[src/rtl/pixel_pkg.sv]
// Shared types and palette reset values for the pixel compositor.
// Colour constants are functions of the channel widths, so they work at any R/G/B split.
package pixel_pkg;

    typedef enum logic [1:0] {
        PLAY  = 2'd0,
        FLASH = 2'd1,
        DARK  = 2'd2
    } state_t;

    function automatic logic [31:0] chanMax(input int w);
        return (32'd1 << w) - 32'd1;
    endfunction

    function automatic logic [31:0] packRgb(input logic [31:0] r, input logic [31:0] g,
                                            input logic [31:0] b, input int gW, input int bW);
        return (r << (gW + bW)) | (g << bW) | b;
    endfunction

    // The last entry is always the background and resets to black.
    function automatic logic [31:0] defaultEntry(input int idx, input int rW, input int gW,
                                                 input int bW, input int numEntries);
        if (idx == numEntries - 1) begin
            return 32'd0;
        end
        case (idx)
            0:       return packRgb(32'd0, 32'd0, chanMax(bW), gW, bW);
            1:       return packRgb(chanMax(rW), 32'd0, 32'd0, gW, bW);
            2:       return packRgb(32'd0, chanMax(gW), 32'd0, gW, bW);
            default: return 32'd0;
        endcase
    endfunction

endpackage

[src/rtl/palette_regfile.sv]
// Writable colour palette: one register per entry, reset to the default colours,
// one write port and one combinational read port (reads see the pre-edge value).
module palette_regfile
    import pixel_pkg::*;
#(
    parameter int R_W         = 3,
    parameter int G_W         = 3,
    parameter int B_W         = 2,
    parameter int NUM_ENTRIES = 5,
    parameter int AW          = 3,
    parameter int PW          = R_W + G_W + B_W
) (
    input  logic          clk,
    input  logic          rst,
    input  logic          we,
    input  logic [AW-1:0] waddr,
    input  logic [PW-1:0] wdata,
    input  logic [AW-1:0] raddr,
    output logic [PW-1:0] rdata
);

    logic [PW-1:0] entryReg [NUM_ENTRIES];

    // Out-of-range write addresses match no entry and are dropped.
    for (genvar gi = 0; gi < NUM_ENTRIES; gi++) begin : gEntry
        localparam logic [PW-1:0] RST_VAL = PW'(defaultEntry(gi, R_W, G_W, B_W, NUM_ENTRIES));

        always_ff @(posedge clk or negedge rst) begin
            if (!rst) begin
                entryReg[gi] <= RST_VAL;
            end else if (we && (waddr == AW'(gi))) begin
                entryReg[gi] <= wdata;
            end
        end
    end

    always_comb begin
        rdata = '0;
        if (int'(raddr) < NUM_ENTRIES) begin
            rdata = entryReg[raddr];
        end
    end

endmodule

[src/rtl/pixel_compositor.sv]
// Pixel colour compositor: priority-resolves layer hits, maps through the palette,
// applies blanking and the game-over flash/dark sequence, with sync delayed to match.
module pixel_compositor
    import pixel_pkg::*;
#(
    parameter int R_W          = 3,
    parameter int G_W          = 3,
    parameter int B_W          = 2,
    parameter int NUM_LAYERS   = 4,
    parameter int BLINK_FRAMES = 30,
    parameter int GO_FLASHES   = 3,
    localparam int AW          = $clog2(NUM_LAYERS + 1),
    localparam int PW          = R_W + G_W + B_W
) (
    input  logic                  clk,
    input  logic                  rst,
    input  logic                  video_on,
    input  logic [1:0]            sync_in,
    input  logic [NUM_LAYERS-1:0] layer_hit,
    input  logic                  frame_tick,
    input  logic                  game_over,
    input  logic                  restart,
    input  logic                  pal_we,
    input  logic [AW-1:0]         pal_addr,
    input  logic [PW-1:0]         pal_wdata,
    output logic [R_W-1:0]        vgaRed,
    output logic [G_W-1:0]        vgaGreen,
    output logic [B_W-1:0]        vgaBlue,
    output logic [1:0]            sync_out,
    output logic                  go_active
);

    localparam int FCW = $clog2(BLINK_FRAMES + 1);
    localparam int FLW = (GO_FLASHES > 0) ? $clog2(GO_FLASHES + 1) : 1;

    logic [AW-1:0]  selNext;
    logic [AW-1:0]  selS1Reg;
    logic           videoOnS1Reg;
    logic [1:0]     syncS1Reg;
    logic [PW-1:0]  palColor;
    logic [PW-1:0]  pixNext;
    logic [PW-1:0]  pixReg;
    logic [1:0]     syncOutReg;

    state_t         stateReg, stateNext;
    logic [FCW-1:0] frameCntReg, frameCntNext;
    logic [FLW-1:0] flashCntReg, flashCntNext;
    logic           phaseReg, phaseNext;

    // Scan from the lowest-priority layer down so bit 0 wins.
    always_comb begin
        selNext = AW'(NUM_LAYERS);
        for (int i = NUM_LAYERS - 1; i >= 0; i--) begin
            if (layer_hit[i]) begin
                selNext = AW'(i);
            end
        end
    end

    palette_regfile #(
        .R_W        (R_W),
        .G_W        (G_W),
        .B_W        (B_W),
        .NUM_ENTRIES(NUM_LAYERS + 1),
        .AW         (AW),
        .PW         (PW)
    ) uPalette (
        .clk  (clk),
        .rst  (rst),
        .we   (pal_we),
        .waddr(pal_addr),
        .wdata(pal_wdata),
        .raddr(selS1Reg),
        .rdata(palColor)
    );

    always_comb begin
        stateNext    = stateReg;
        frameCntNext = frameCntReg;
        flashCntNext = flashCntReg;
        phaseNext    = phaseReg;
        case (stateReg)
            PLAY: begin
                if (game_over) begin
                    stateNext    = (GO_FLASHES == 0) ? DARK : FLASH;
                    frameCntNext = '0;
                    flashCntNext = '0;
                    phaseNext    = 1'b0;
                end
            end
            FLASH: begin
                if (restart) begin
                    stateNext    = PLAY;
                    frameCntNext = '0;
                    flashCntNext = '0;
                    phaseNext    = 1'b0;
                end else if (frame_tick) begin
                    if (frameCntReg == FCW'(BLINK_FRAMES - 1)) begin
                        frameCntNext = '0;
                        phaseNext    = ~phaseReg;
                        // A flash completes on the dark-to-bright edge.
                        if (phaseReg) begin
                            flashCntNext = flashCntReg + FLW'(1);
                            if (flashCntReg + FLW'(1) == FLW'(GO_FLASHES)) begin
                                stateNext = DARK;
                            end
                        end
                    end else begin
                        frameCntNext = frameCntReg + FCW'(1);
                    end
                end
            end
            default: begin
                if (restart) begin
                    stateNext    = PLAY;
                    frameCntNext = '0;
                    flashCntNext = '0;
                    phaseNext    = 1'b0;
                end
            end
        endcase
    end

    always_comb begin
        case (stateReg)
            PLAY:    pixNext = palColor;
            FLASH:   pixNext = phaseReg ? '0 : ~palColor;
            default: pixNext = '0;
        endcase
        if (!videoOnS1Reg) begin
            pixNext = '0;
        end
    end

    always_ff @(posedge clk or negedge rst) begin
        if (!rst) begin
            selS1Reg     <= '0;
            videoOnS1Reg <= 1'b0;
            syncS1Reg    <= '0;
            pixReg       <= '0;
            syncOutReg   <= '0;
            stateReg     <= PLAY;
            frameCntReg  <= '0;
            flashCntReg  <= '0;
            phaseReg     <= 1'b0;
        end else begin
            selS1Reg     <= selNext;
            videoOnS1Reg <= video_on;
            syncS1Reg    <= sync_in;
            pixReg       <= pixNext;
            syncOutReg   <= syncS1Reg;
            stateReg     <= stateNext;
            frameCntReg  <= frameCntNext;
            flashCntReg  <= flashCntNext;
            phaseReg     <= phaseNext;
        end
    end

    assign vgaRed    = pixReg[PW-1 -: R_W];
    assign vgaGreen  = pixReg[B_W +: G_W];
    assign vgaBlue   = pixReg[B_W-1:0];
    assign sync_out  = syncOutReg;
    assign go_active = (stateReg != PLAY);

endmodule

[config.mk]
export PLATFORM = sky130hd
export DESIGN_NAME = pixel_compositor
export DESIGN_NICKNAME = d
export VERILOG_FILES = /design/src/rtl/pixel_pkg.sv /design/src/rtl/palette_regfile.sv /design/src/rtl/pixel_compositor.sv
export SDC_FILE = /design/constraint.sdc
export NUM_CORES = 1
export LEC_CHECK = 0
export ABC_AREA = 0
export BUFFER_PORTS_ARGS = -buffer_cell sky130_fd_sc_hd__buf_2
export CORE_MARGIN = 3
export CORE_UTILIZATION = 45
export DETAILED_ROUTE_END_ITERATION = 6
export PLACE_DENSITY_LB_ADDON = 0.2
export SLEW_MARGIN = 5
export SYNTH_ARGS = -nofsm -noshare
export SYNTH_HDL_FRONTEND = slang
export SYNTH_SLANG_ARGS = --single-unit
[constraint.sdc]
create_clock -name clk -period 2.25 [get_ports clk]
set_input_delay 0.3375 -clock clk [delete_from_list [all_inputs] [get_ports clk]]
set_output_delay 0.3375 -clock clk [all_outputs]
set_load 0.05 [all_outputs]
* After elaboration in Yosys (flattened, before gate mapping) *
Cells that the tools add are included.

storage, ports and cells
  bits in registers = 66
  bits in latches = 0
  bits in writable memories = 0
  ROM bits = 0
  bits of input ports = 24
  output and inout bits = 11
  word-level logic and storage cells = 83
  memories kept = 0

operators by class
  add/sub/neg operators = 2
  multiply operators = 0
  div/mod/pow operators = 0
  magnitude comparators = 2
  equal/unequal tests = 12
  shifts and indexed selects = 0
  muxes and demuxes = 37
  bitwise gates (word level) = 3
  reductions and logical operators = 13

operators with widths
  operator                                                          count
  8-bit two-way mux                                                 5
  5-bit two-way mux                                                 5
  8-bit binary-select mux with 3-bit select                         1
  2-bit two-way mux                                                 12
  8-bit one-hot mux with 2 select lines                             1
  3-bit two-way mux                                                 4
  3-bit != test (second input constant)                             4
  5-bit one-hot mux with 2 select lines                             1
  8-bit NOT                                                         1
  2-bit one-hot mux with 2 select lines                             2
  3-bit by 2-bit == test with 1-bit output (second input constant)  2
  6-bit AND reduction                                               1
  5-bit by 1-bit adder with 5-bit output (second input constant)    1
  5-bit == test (second input constant)                             1
  1-bit logical AND                                                 5
  1-bit two-way mux                                                 5
  5-bit AND reduction                                               1
  4-bit greater-or-equal comparator (second input constant)         1
  3-bit NOT with 4-bit output                                       1
  4-bit AND reduction                                               1
  3-bit by 1-bit == test with 1-bit output (second input constant)  1
  3-bit == test (second input constant)                             1
  3-bit zero test                                                   1
  3-bit less-than comparator (second input constant)                1
  10 further kinds                                                  10

* Logic depth before layout (Yosys ltp) *
Gate-level depths: netlist of the first run.

  depth in word-level cells = 9
  depth in mapped cells = 7
  mapped depth without buffers = 6

* By module *
A second synthesis of the first run with hierarchy kept.

unflattened totals
  cells, all modules = 226
  area, all modules = 3009.1 um^2

modules (own cells, without submodules)
  module            times used  cells each  area an instance (um^2)  seq. area each (um^2)
  palette_regfile   1           127         1861.8                   1011.0
  pixel_compositor  1           99          1147.4                   650.6

* Worst setup path after synthesis of the first run *
No wires, ideal clock.

  path kind = reg2reg
  start point = register stateReg[0]
  end point = register frameCntReg[0]
  library setup time = 0.125 ns
  data arrival time = 1.422 ns
  data required time = 2.125 ns
  setup slack = 0.704 ns
  cell stages (with the launch flop) = 7
  buffers on the path = 1
  clock period less this slack = 1.546 ns
  path through = dfrtp_1 > buf_4 > nor2_1 > inv_1 > nor2_4 > nor2_1 > mux2_2

between the ends
  cells in the longest elaborated chain, start to end = 3
  elaborated cells on any way between the ends = 7
  classes of those cells = eq/ne (3); mux (1); reduce/logical (3)

RTL lines
  what                                                                                line                     source
  from (decl)                                                                         pixel_compositor.sv:45   state_t stateReg, stateNext;
  from (signal assigned)                                                              pixel_compositor.sv:152  stateReg <= stateNext;
  2-bit by 1-bit == test with 1-bit output / 2-bit zero test (equally long branches)  pixel_compositor.sv:82   case (stateReg)
  3-bit != test (no source line) (tied with other cells)                              --
  3-bit AND reduction (no source line)                                                --
  to (signal assigned)                                                                pixel_compositor.sv:153  frameCntReg <= frameCntNext;
  to (decl)                                                                           pixel_compositor.sv:46   logic [FCW-1:0] frameCntReg, frameCntNext;

Several ways; a longest one is shown, not always the timed one.
A chain may end at the register's enable or synchronous reset.

* Final worst setup path of the first run *
  start point = register frameCntReg[1]
  end point = register stateReg[1]

between the ends
  cells in the longest elaborated chain, start to end = 3

RTL lines
  what                                  line                    source
  5-bit == test                         pixel_compositor.sv:98  if (frameCntReg == FCW'(BLINK_FRAMES - 1)) begin
  3-bit != test (no source line)        --
  6-bit AND reduction (no source line)  --

Every way passes these cells.

==> impl_metrics.csv, run 1 <==
group,metric,value,unit
logic_synthesis,synth_top_family_by_area,"multiplexers",
power_and_ir_drop,irDropWorstVdd,0.612,mV
sta,slew_violations,0,
place,port_buffers,34,
detailed_routing,wl_met2,2770,um
sta,fin_setup_tns,0,ps
worst_setup_path,startpoint,"frameCntReg[1]$_DFFE_PN0P_",
sta,fin_ws,588,ps
worst_setup_path,r2r_end,"stateReg[1]$_DFFE_PN0P_",
logic_synthesis,synth_compound_area_frac,0.0756,
worst_setup_path,cp.depth,6,
worst_setup_path,r2r-start,"frameCntReg[1]$_DFFE_PN0P_",
detailed_routing,routed_wl,5940,um
global_routing,grt_max_degree,35,
logic_synthesis,synth-simple-area-share,0.0894,
outcome,status,"finished clean",
worst_setup_path,rrSetupSlack,590,ps
cts,cts_buffer_depth,2,
worst_setup_path,crit_buf_inv,1,
logic_synthesis,synth_xor_area_frac,0,
die,rows,29,
sta,max_slew_margin,0.633,
logic_synthesis,synth_top_area_share,0.484,
power_and_ir_drop,p_int,2.33,mW
logic_synthesis,yosys_warnings,0,
worst_setup_path,crit_arrival,1920,ps
sta,min_period_over_period,0.739,
cts,cts.sinks,66,
detailed_routing,dr.pass1.iters,4,
logic_synthesis,syn_area,0.00300,mm2
detailed_routing,ant_nets,0,
worst_setup_path,path_max_fanout,6,
global_routing,antenna_found_initial,0,
die,dieArea,0.00767,mm2
logic_synthesis,ys.flop_type,"dfrtp_1",
detailed_routing,routed.top_layer,"met4",
place,post_dp_cell_area,0.00326,mm2
logic_synthesis,seq_area_frac_synth,0.554,
finish,layout-drive-gt1-share,0.417,
logic_synthesis,synth_edf_count,0,
sta,fin_skew,8.43,ps
global_routing,grt_first_pass_wirelength,9830,um
cts,hold_buffers,0,
logic_synthesis,synth_area_leader_cell,"dfrtp_1",
power_and_ir_drop,pwr-share-clk,0.339,
cts,ctsResizeCount,0,
worst_setup_path,ff2ff_path_depth,6,
sta,tightest_slew,548,ps
finish,num_antenna_cells,0,
sta,min_period,1660,ps
logic_synthesis,ys_top_cells_by_count,"58 x dfrtp_1, 43 x mux2_2, 24 x mux2i_1",
min_path,hold_class,"primary input to async pin",
global_routing,globalRouteTotalUtil,0.172,
logic_synthesis,synth_seq_cells,66,
cts,htree_levels,3,
logic_synthesis,synthMuxAreaShare,0.242,
worst_setup_path,cp_slowest_stage_delay,410,ps
power_and_ir_drop,leakage,1.55,nW
logic_synthesis,synthesis.nets,255,
worst_setup_path,cp.required,2510,ps
logic_synthesis,synth_cell_types,38,
power_and_ir_drop,power.share.switching,0.273,
sta,rsz0062_at_grt,"no",
worst_setup_path,path_cells,"inv_1 > ha_1 > and4_1 > nand4_1 > or3_1 > a21oi_1",
worst_setup_path,crit_family,"simple AND/OR/NAND/NOR gates",
die,core_area,0.00639,mm2
place,hpwl,4330,um
power_and_ir_drop,p_seq_frac,0.478,
die,io_pins,35,
cts,cts_buffers,9,
detailed_routing,vias,1933,
cts,root_buffer,"clkbuf_8",
detailed_routing,vias_per_cell,5.48,
sta,finalSetupViolCount,0,
sta,hold_viol,0,
cts,cts_tree,"built",
finish,design_area,0.00347,mm2
worst_setup_path,cp-endpoint,"stateReg[1]$_DFFE_PN0P_",
die,die_y,87.6,um
logic_synthesis,avgSynthCellArea,13.1,um2
detailed_routing,wl_met1,2800,um
finish,nFillCells,542,
cts,clk_pin_slew,70,ps
place,dp.cells,337,
detailed_routing,drt_iter0_markers,115,
power_and_ir_drop,netSwitchingPower,875,uW
logic_synthesis,ys_top_cells_by_area,"dfrtp_1 48%, mux2_2 16%, mux2i_1 8.0%",
sta,max_freq,602,MHz
logic_synthesis,synth.most_common_cell,"dfrtp_1",
power_and_ir_drop,pwr_density_cell,922,mW/mm2
finish,syn2layout_area_growth,15.9,%
power_and_ir_drop,power.total,3.20,mW
global_routing,grt_pass1_vias,1930,
logic_synthesis,synth_async_sr_flop_share,1.00,
place,dp_worst_setup_slack,526,ps
finish,finalNetCount,298,
place,gp_congestion,0.788,
worst_setup_path,worstSetupEndpointType,"flip-flop",
logic_synthesis,syn_inst,228,
detailed_routing,wl_met3,262,um
worst_setup_path,path_class,"flip-flop to flip-flop",
finish,fin_util,0.544,
job,maxCapViolCount,0,
power_and_ir_drop,p_comb_frac,0.183,
cts,clk_latency,340,ps
detailed_routing,wl_per_cell,16.8,um
sta,hold-worst-slack,33.4,ps
cts,post_cts_buffers,0,
worst_setup_path,start_kind,"flip-flop",
finish,layoutNonFillerInstCount,353,
detailed_routing,drcViolationCount,0,
die,start_util,0.469,
die,fp.dieW,87.6,um
global_routing,globalRoute.totalOverflow,0,
logic_synthesis,synth_adder_area_share,0.0125,
worst_setup_path,worst_path_max_delay_cell,"dfrtp_1",
worst register-to-register path, delay by kind of cell (launching register included):
| family | cells | cell delay, ps |
|---|---|---|
| AOI/OAI and AO/OA | 1 | 150 |
| adders and majority gates | 1 | 150 |
| buffers and inverters | 1 | 60 |
| DFF | 1 | 410 |
| and+or+nand+nor | 3 | 820 |
state kept, by name, indices dropped and copies added, names as in the netlist, 2 cells and up:
register,cells
sync_out,2
syncS1Reg,2
uPalette.entryReg,40
selS1Reg,3
pixReg,8
stateReg,2
frameCntReg,5
flashCntReg,2
cells in the final DEF (no fill, tap or decap), types with 6 or more instances in the layout:
cell type and instances:
nand2_1 7, clkbuf_8 10, buf_4 6, mux2i_1 24
mux2_2 43, buf_2 34, inv_1 7, a21oi_1 9
dfrtp_1 58, o21ai_0 6, nor2_1 8, dfstp_2 8
worst min path at each step:
stage | start | to | slack [ps] | cells past startpoint
5_1_grt | rst | uPalette.entryReg[38]$_DFFE_PN0P_ | 60 | 2
3_3_place_gp | syncS1Reg[0]$_DFF_PN0_ | sync_out[0]$_DFF_PN0_ | 340 | 0
4_1_cts | rst | uPalette.entryReg[38]$_DFFE_PN0P_ | 40 | 2
3_5_place_dp | syncS1Reg[0]$_DFF_PN0_ | sync_out[0]$_DFF_PN0_ | 350 | 0
2_1_floorplan | rst | flashCntReg[0]$_DFFE_PN0P_ | 40 | 0
6_report | rst | uPalette.entryReg[38]$_DFFE_PN0P_ | 30 | 2
cells by family (layout without fill, tap and decap cells):
group	after synthesis	count (layout)
multiplexers	67	67
flip-flops	66	66
AND/OR/NAND/NOR	43	43
AO/OA/AOI/OAI	34	34
buffers and inverters	15	63
adder cells (fa/ha/maj)	3	3
metal layers:
| layer | global-route usage | up-vias |
|---|---|---|
| met2 | 0.264 | 42 |
| met5 | 0 | - |
| met4 | 0.0544 | 0 |
| met1 | 0.228 | 965 |
| li1 | - | 918 |
| met3 | 0.0621 | 8 |
cell type report:
cell class	instances	area [um2]	share of cell area
clock inverters	5	77.6	0.0223
repair buffers	40	215	0.0619
inverters	7	26.3	0.00756
clock buffers	11	141	0.0407
multi-input cells	147	1260	0.362
flip-flops and latches	66	1660	0.478
well taps	77	96.3	0.0277
power groups by stage:
stage / Clock (mW) / Combinational, mW / Sequential, mW
floorplan: 0 / 0.364 / 1.59
CTS: 1.11 / 0.597 / 1.53
global placement: 0 / 0.585 / 1.55
finish: 1.09 / 0.588 / 1.53
detailed placement: 0 / 0.597 / 1.55
global route: 1.17 / 0.653 / 1.55
Power figures use the tool's default switching activity.
==> run 2: changes to the inputs <==
==> constraint.sdc (replaced) <==
create_clock -name clk -period 1.5 [get_ports clk]
set_input_delay 0.225 -clock clk [delete_from_list [all_inputs] [get_ports clk]]
set_output_delay 0.225 -clock clk [all_outputs]
set_load 0.05 [all_outputs]
==> run 2 against run 1 <==
Compared with the run above: cell count increased by 6.2%; register-to-register slack lost 580 ps; fmax up 12%; highest routed layer unchanged; critical path type unchanged; clock-buffer cell count up 1; setup slack worse by 580 ps; sequential share of layout area shrank 3.3 points; sequential cell count is the same; largest power group unchanged; combinational power increased by 70%; power up 50%; global-route usage increased by 0.47 points; non-clock buffer count grew 22; routed wire length is 5.9% higher.
==> impl_metrics.csv, run 2 (synthesis gave the netlist of run 1 again) <==
group,metric,value,unit
outcome,status,"finished clean",
finish,final_common_cell,"dfrtp_1",
sta,tightest_slew,391,ps
finish,top_register,"uPalette.entryReg",
sta,rsz0062_at_grt,"yes",
cts,cts_tree,"built",
worst_setup_path,path_max_fanout,6,
cts,cts.sinks,66,
power_and_ir_drop,power.total,4.82,mW
power_and_ir_drop,pwr_density_cell,1290,mW/mm2
global_routing,globalRouteTotalUtil,0.176,
cts,root_buffer,"clkbuf_8",
sta,fin_setup_tns,0,ps
die,core_area,0.00639,mm2
power_and_ir_drop,leakage,1.68,nW
worst_setup_path,worstSetupEndpointType,"flip-flop",
place,post_dp_cell_area,0.00343,mm2
min_path,hold_class,"primary input to flip-flop",
detailed_routing,vias_per_cell,5.37,
finish,top_regs,"uPalette.entryReg x40, pixReg x8, frameCntReg x5",
detailed_routing,dr.pass1.iters,4,
worst_setup_path,start_kind,"flip-flop",
sta,min_period_over_period,0.992,
detailed_routing,routed_wl,6290,um
die,dieArea,0.00767,mm2
place,port_buffers,34,
detailed_routing,vias,2013,
cts,clk_latency,330,ps
global_routing,grt_pass1_vias,2083,
place,gp_congestion,0.818,
global_routing,grt_first_pass_wirelength,10100,um
worst_setup_path,cp.required,1760,ps
worst_setup_path,path_class,"flip-flop to flip-flop",
sta,max_slew_margin,0.737,
sta,fin_skew,7.01,ps
die,io_pins,35,
sta,hold_viol,0,
cts,cts_buffer_depth,2,
detailed_routing,wl_per_cell,16.8,um
sta,fin_ws,12.6,ps
die,rows,29,
die,fp.dieW,87.6,um
global_routing,globalRoute.totalOverflow,0,
detailed_routing,drcViolationCount,0,
sta,min_period,1490,ps
cts,cts_buffers,9,
sta,slew_violations,0,
place,hpwl,4240,um
finish,num_antenna_cells,0,
finish,design_area,0.00374,mm2
global_routing,grt_max_degree,67,
finish,layout_common_cells,"55 x dfrtp_1, 43 x mux2_2, 34 x buf_2",
sta,finalSetupViolCount,0,
die,start_util,0.469,
finish,largest_reg_flops,40,
power_and_ir_drop,irDropWorstVdd,0.699,mV
finish,syn2layout_area_growth,24.8,%
sta,max_freq,672,MHz
detailed_routing,ant_nets,0,
detailed_routing,drt_iter0_markers,64,
job,maxCapViolCount,0,
place,dp_worst_setup_slack,-19.6,ps
cts,htree_levels,3,
cts,clk_pin_slew,70,ps
finish,layout-drive-gt1-share,0.483,
finish,finalNetCount,320,
finish,nFillCells,547,
sta,hold-worst-slack,64.9,ps
die,die_y,87.6,um
worst_setup_path,crit_arrival,1750,ps
global_routing,antenna_found_initial,0,
[run 2: stage by stage]
| step | cells | utilization |
|---|---|---|
| floorplan | 228 | - |
| global placement | 353 | 0.536 |
| detailed placement | 353 | 0.536 |
| CTS | 373 | 0.577 |
| global route | 375 | 0.586 |
| finish | 375 | 0.586 |
[run 2: cell type report]
type	instances	area [um2]	share of cell area
Sequential cell	66	1670	0.445
Multi-Input combinational cell	147	1280	0.342
Timing Repair Buffer	62	458	0.122
Clock buffer	12	165	0.0441
Tap cell	77	96.3	0.0258
Clock inverter	4	48.8	0.0130
Inverter	7	26.3	0.00702
[run 2: routing by layer]
metal | GRT usage | vias to the layer above | part of all wire
li1 | - | 971 | -
met1 | 0.234 | 994 | 0.47
met2 | 0.275 | 39 | 0.48
met3 | 0.0395 | 9 | 0.035
met4 | 0.0837 | 0 | 0.019
met5 | 0 | - | 0
[run 2: path summary, 6_finish.rpt]
| kind | endpoint | from | slack [ps] | cells after the start |
|---|---|---|---|---|
| worst min register to register | sync_out[0]$_DFF_PN0_ | syncS1Reg[0]$_DFF_PN0_ | 360 | 0 |
| min in group asynchronous | uPalette.entryReg[14]$_DFFE_PN0P_ | rst | 430 | 3 |
| max in group asynchronous | uPalette.entryReg[20]$_DFFE_PN1P_ | rst | 730 | 3 |
| worst min-delay path | selS1Reg[0]$_DFF_PN0_ | layer_hit[0] | 60 | 2 |
| worst max register to register | stateReg[1]$_DFFE_PN0P_ | frameCntReg[1]$_DFFE_PN0P_ | 10 | 6 |
| worst max-delay path | stateReg[1]$_DFFE_PN0P_ | frameCntReg[1]$_DFFE_PN0P_ | 10 | 6 |
[run 2: power by group]
| part | internal (mW) | switching (mW) | total (mW) | leakage (nW) |
|---|---|---|---|---|
| clock network | 0.901 | 0.647 | 1.55 | 0.112 |
| logic | 0.479 | 0.524 | 1.00 | 0.768 |
| registers | 2.11 | 0.159 | 2.27 | 0.801 |
[run 2: repair_timing]
action,in CTS,in global routing
hold buffers,4,0
setup buffers,0,1
pin swaps,0,2
hold endpoints to repair,61,0
resized for setup,4,6
endpoints found under the setup margin,4,10
gates cloned,0,1
[run 2: critical path: stages (launching register included)]
cell,delay (ps)
dfrtp_1,380
inv_1,50
ha_1,150
and4_4,260
nand4_1,110
or3_1,320
a21oi_1,140
==> run 3: changes to the inputs <==
--- a/config.mk
+++ b/config.mk
@@ -6,7 +6,7 @@
 export NUM_CORES = 1
 export LEC_CHECK = 0
 export ABC_AREA = 0
-export BUFFER_PORTS_ARGS = -buffer_cell sky130_fd_sc_hd__buf_2
+export BUFFER_PORTS_ARGS = -buffer_cell sky130_fd_sc_hd__clkbuf_2
 export CORE_MARGIN = 3
 export CORE_UTILIZATION = 45
 export DETAILED_ROUTE_END_ITERATION = 6
==> run 3 against run 2 <==
Compared with the run above: sequential share of layout area shrank 1.1 points; non-clock buffer count grew 7; critical path depth is the same; largest cell class unchanged; core utilization grew 1.5 points; largest power group unchanged.
==> impl_metrics.csv, run 3 (synthesis gave the netlist of run 1 again) <==
group,metric,value,unit
power_and_ir_drop,p_comb_frac,0.212,
worst_setup_path,path_class,"flip-flop to flip-flop",
finish,num_antenna_cells,0,
detailed_routing,vias_per_cell,5.41,
detailed_routing,drt_iter0_markers,86,
die,fp.dieW,87.6,um
cts,cts_buffers,9,
sta,fin_skew,9.47,ps
die,rows,29,
cts,cts_tree,"built",
die,core_area,0.00639,mm2
sta,rsz0062_at_grt,"yes",
sta,tightest_slew,354,ps
cts,htree_levels,3,
detailed_routing,wl_per_cell,16.3,um
outcome,status,"finished clean",
place,dp_worst_setup_slack,-40.5,ps
global_routing,grt_max_degree,67,
worst_setup_path,path_max_fanout,5,
die,dieArea,0.00767,mm2
place,port_buffers,34,
die,die_y,87.6,um
cts,clk_pin_slew,80,ps
worst_setup_path,worstSetupEndpointType,"flip-flop",
finish,top_register,"uPalette.entryReg",
power_and_ir_drop,power.total,5.01,mW
power_and_ir_drop,irDropWorstVdd,0.950,mV
power_and_ir_drop,p_int,3.61,mW
cts,clk_latency,330,ps
cts,root_buffer,"clkbuf_8",
detailed_routing,routed_wl,6230,um
worst_setup_path,cp.required,1770,ps
global_routing,grt_pass1_vias,2118,
power_and_ir_drop,p_seq_frac,0.454,
power_and_ir_drop,pwr-share-clk,0.334,
place,post_dp_cell_area,0.00348,mm2
finish,nFillCells,531,
sta,min_period,1480,ps
finish,design_area,0.00384,mm2
global_routing,grt_first_pass_wirelength,10300,um
detailed_routing,vias,2068,
job,maxCapViolCount,0,
sta,slew_violations,0,
sta,fin_ws,18.8,ps
worst_setup_path,crit_arrival,1750,ps
sta,finalSetupViolCount,0,
global_routing,globalRoute.totalOverflow,0,
die,io_pins,35,
min_path,hold_class,"primary input to flip-flop",
detailed_routing,dr.pass1.iters,4,
power_and_ir_drop,power.share.switching,0.279,
detailed_routing,drcViolationCount,0,
worst_setup_path,start_kind,"flip-flop",
sta,min_period_over_period,0.987,
die,start_util,0.469,
global_routing,antenna_found_initial,0,
finish,layout_common_cells,"56 x dfrtp_1, 43 x mux2_2, 33 x clkbuf_2",
finish,finalNetCount,327,
global_routing,globalRouteTotalUtil,0.176,
power_and_ir_drop,pwr_density_cell,1310,mW/mm2
power_and_ir_drop,leakage,1.72,nW
sta,hold-worst-slack,69.5,ps
detailed_routing,ant_nets,0,
finish,syn2layout_area_growth,28.0,%
cts,cts_buffer_depth,2,
sta,hold_viol,0,
power_and_ir_drop,netSwitchingPower,1.40,mW
finish,top_regs,"uPalette.entryReg x40, pixReg x8, frameCntReg x5",
finish,final_common_cell,"dfrtp_1",
place,hpwl,4420,um
finish,largest_reg_flops,40,
sta,max_slew_margin,0.764,
finish,layout-drive-gt1-share,0.511,
place,gp_congestion,0.787,
cts,cts.sinks,66,
sta,max_freq,675,MHz
## run 3: changes by cell type in the layout (fill, tap and decap cells not counted), sizes merged
cell	before	now
buf	57	31
bufinv	1	2
clkbuf	13	44
clkinv	3	1
clkinvlp	0	2
inv	7	8
## run 3: layout make-up
type                       instances  area (um2)  area share
multi-input combinational        147        1320       0.343
clock buffer                      10         138      0.0359
sequential                        66        1660       0.434
inverter                           7        26.3     0.00685
tap                               77        96.3      0.0251
clock inverter                     6        88.8      0.0232
timing repair buffer              69         508       0.132
## run 3: stage by stage
stage / utilization / instances / setup TNS, ps
6_report: 0.601 / 382 / 0
5_1_grt: 0.601 / 382 / -216
4_1_cts: 0.591 / 379 / 0
3_5_place_dp: 0.544 / 358 / -83.9
3_3_place_gp: 0.544 / 358 / -26.3
2_1_floorplan: - / 228 / 0
## run 3: path summary, 6_finish.rpt
kind                            depth (start not counted)  slack, ps                           endpoint                  startpoint
min in group asynchronous                               3        430  uPalette.entryReg[14]$_DFFE_PN0P_                         rst
worst max register to register                          6         20            stateReg[1]$_DFFE_PN0P_  frameCntReg[1]$_DFFE_PN0P_
worst min register to register                          0        370              sync_out[1]$_DFF_PN0_      syncS1Reg[1]$_DFF_PN0_
worst max-delay path                                    6         20            stateReg[1]$_DFFE_PN0P_  frameCntReg[1]$_DFFE_PN0P_
worst min-delay path                                    2         70              selS1Reg[2]$_DFF_PN0_                layer_hit[0]
max in group asynchronous                               3        730  uPalette.entryReg[29]$_DFFE_PN1P_                         rst
## run 3: timing repair
action                                  CTS  global route
setup buffers                             1             3
endpoints found under the hold margin    61             0
resized for setup                         8            11
hold buffers                              4             0
pin swaps                                 1             3
endpoints found under the setup margin    5            11
## run 3: critical path, cell delays in order (launching register included)
cell and delay [ps]:
dfrtp_1 380, inv_1 70, ha_2 170, and4_4 250
nand4_1 110, or3_1 310, a21oi_1 120
## run 3: metal layers
layer	vias up	track usage	routed length [um]
li1	986	-	-
met1	1037	0.241	3020
met2	37	0.277	2930
met3	8	0.0329	205
met4	0	0.0711	76
met5	-	0	0
## run 3: power by group through the flow
stage	Clock [mW]	Combinational (mW)	Sequential [mW]
after CTS	1.72	1.03	2.27
after global routing	1.80	1.16	2.31
after global placement	0	0.989	2.29
after detailed placement	0	1.01	2.30
final	1.67	1.06	2.28
after floorplan	0	0.547	2.39
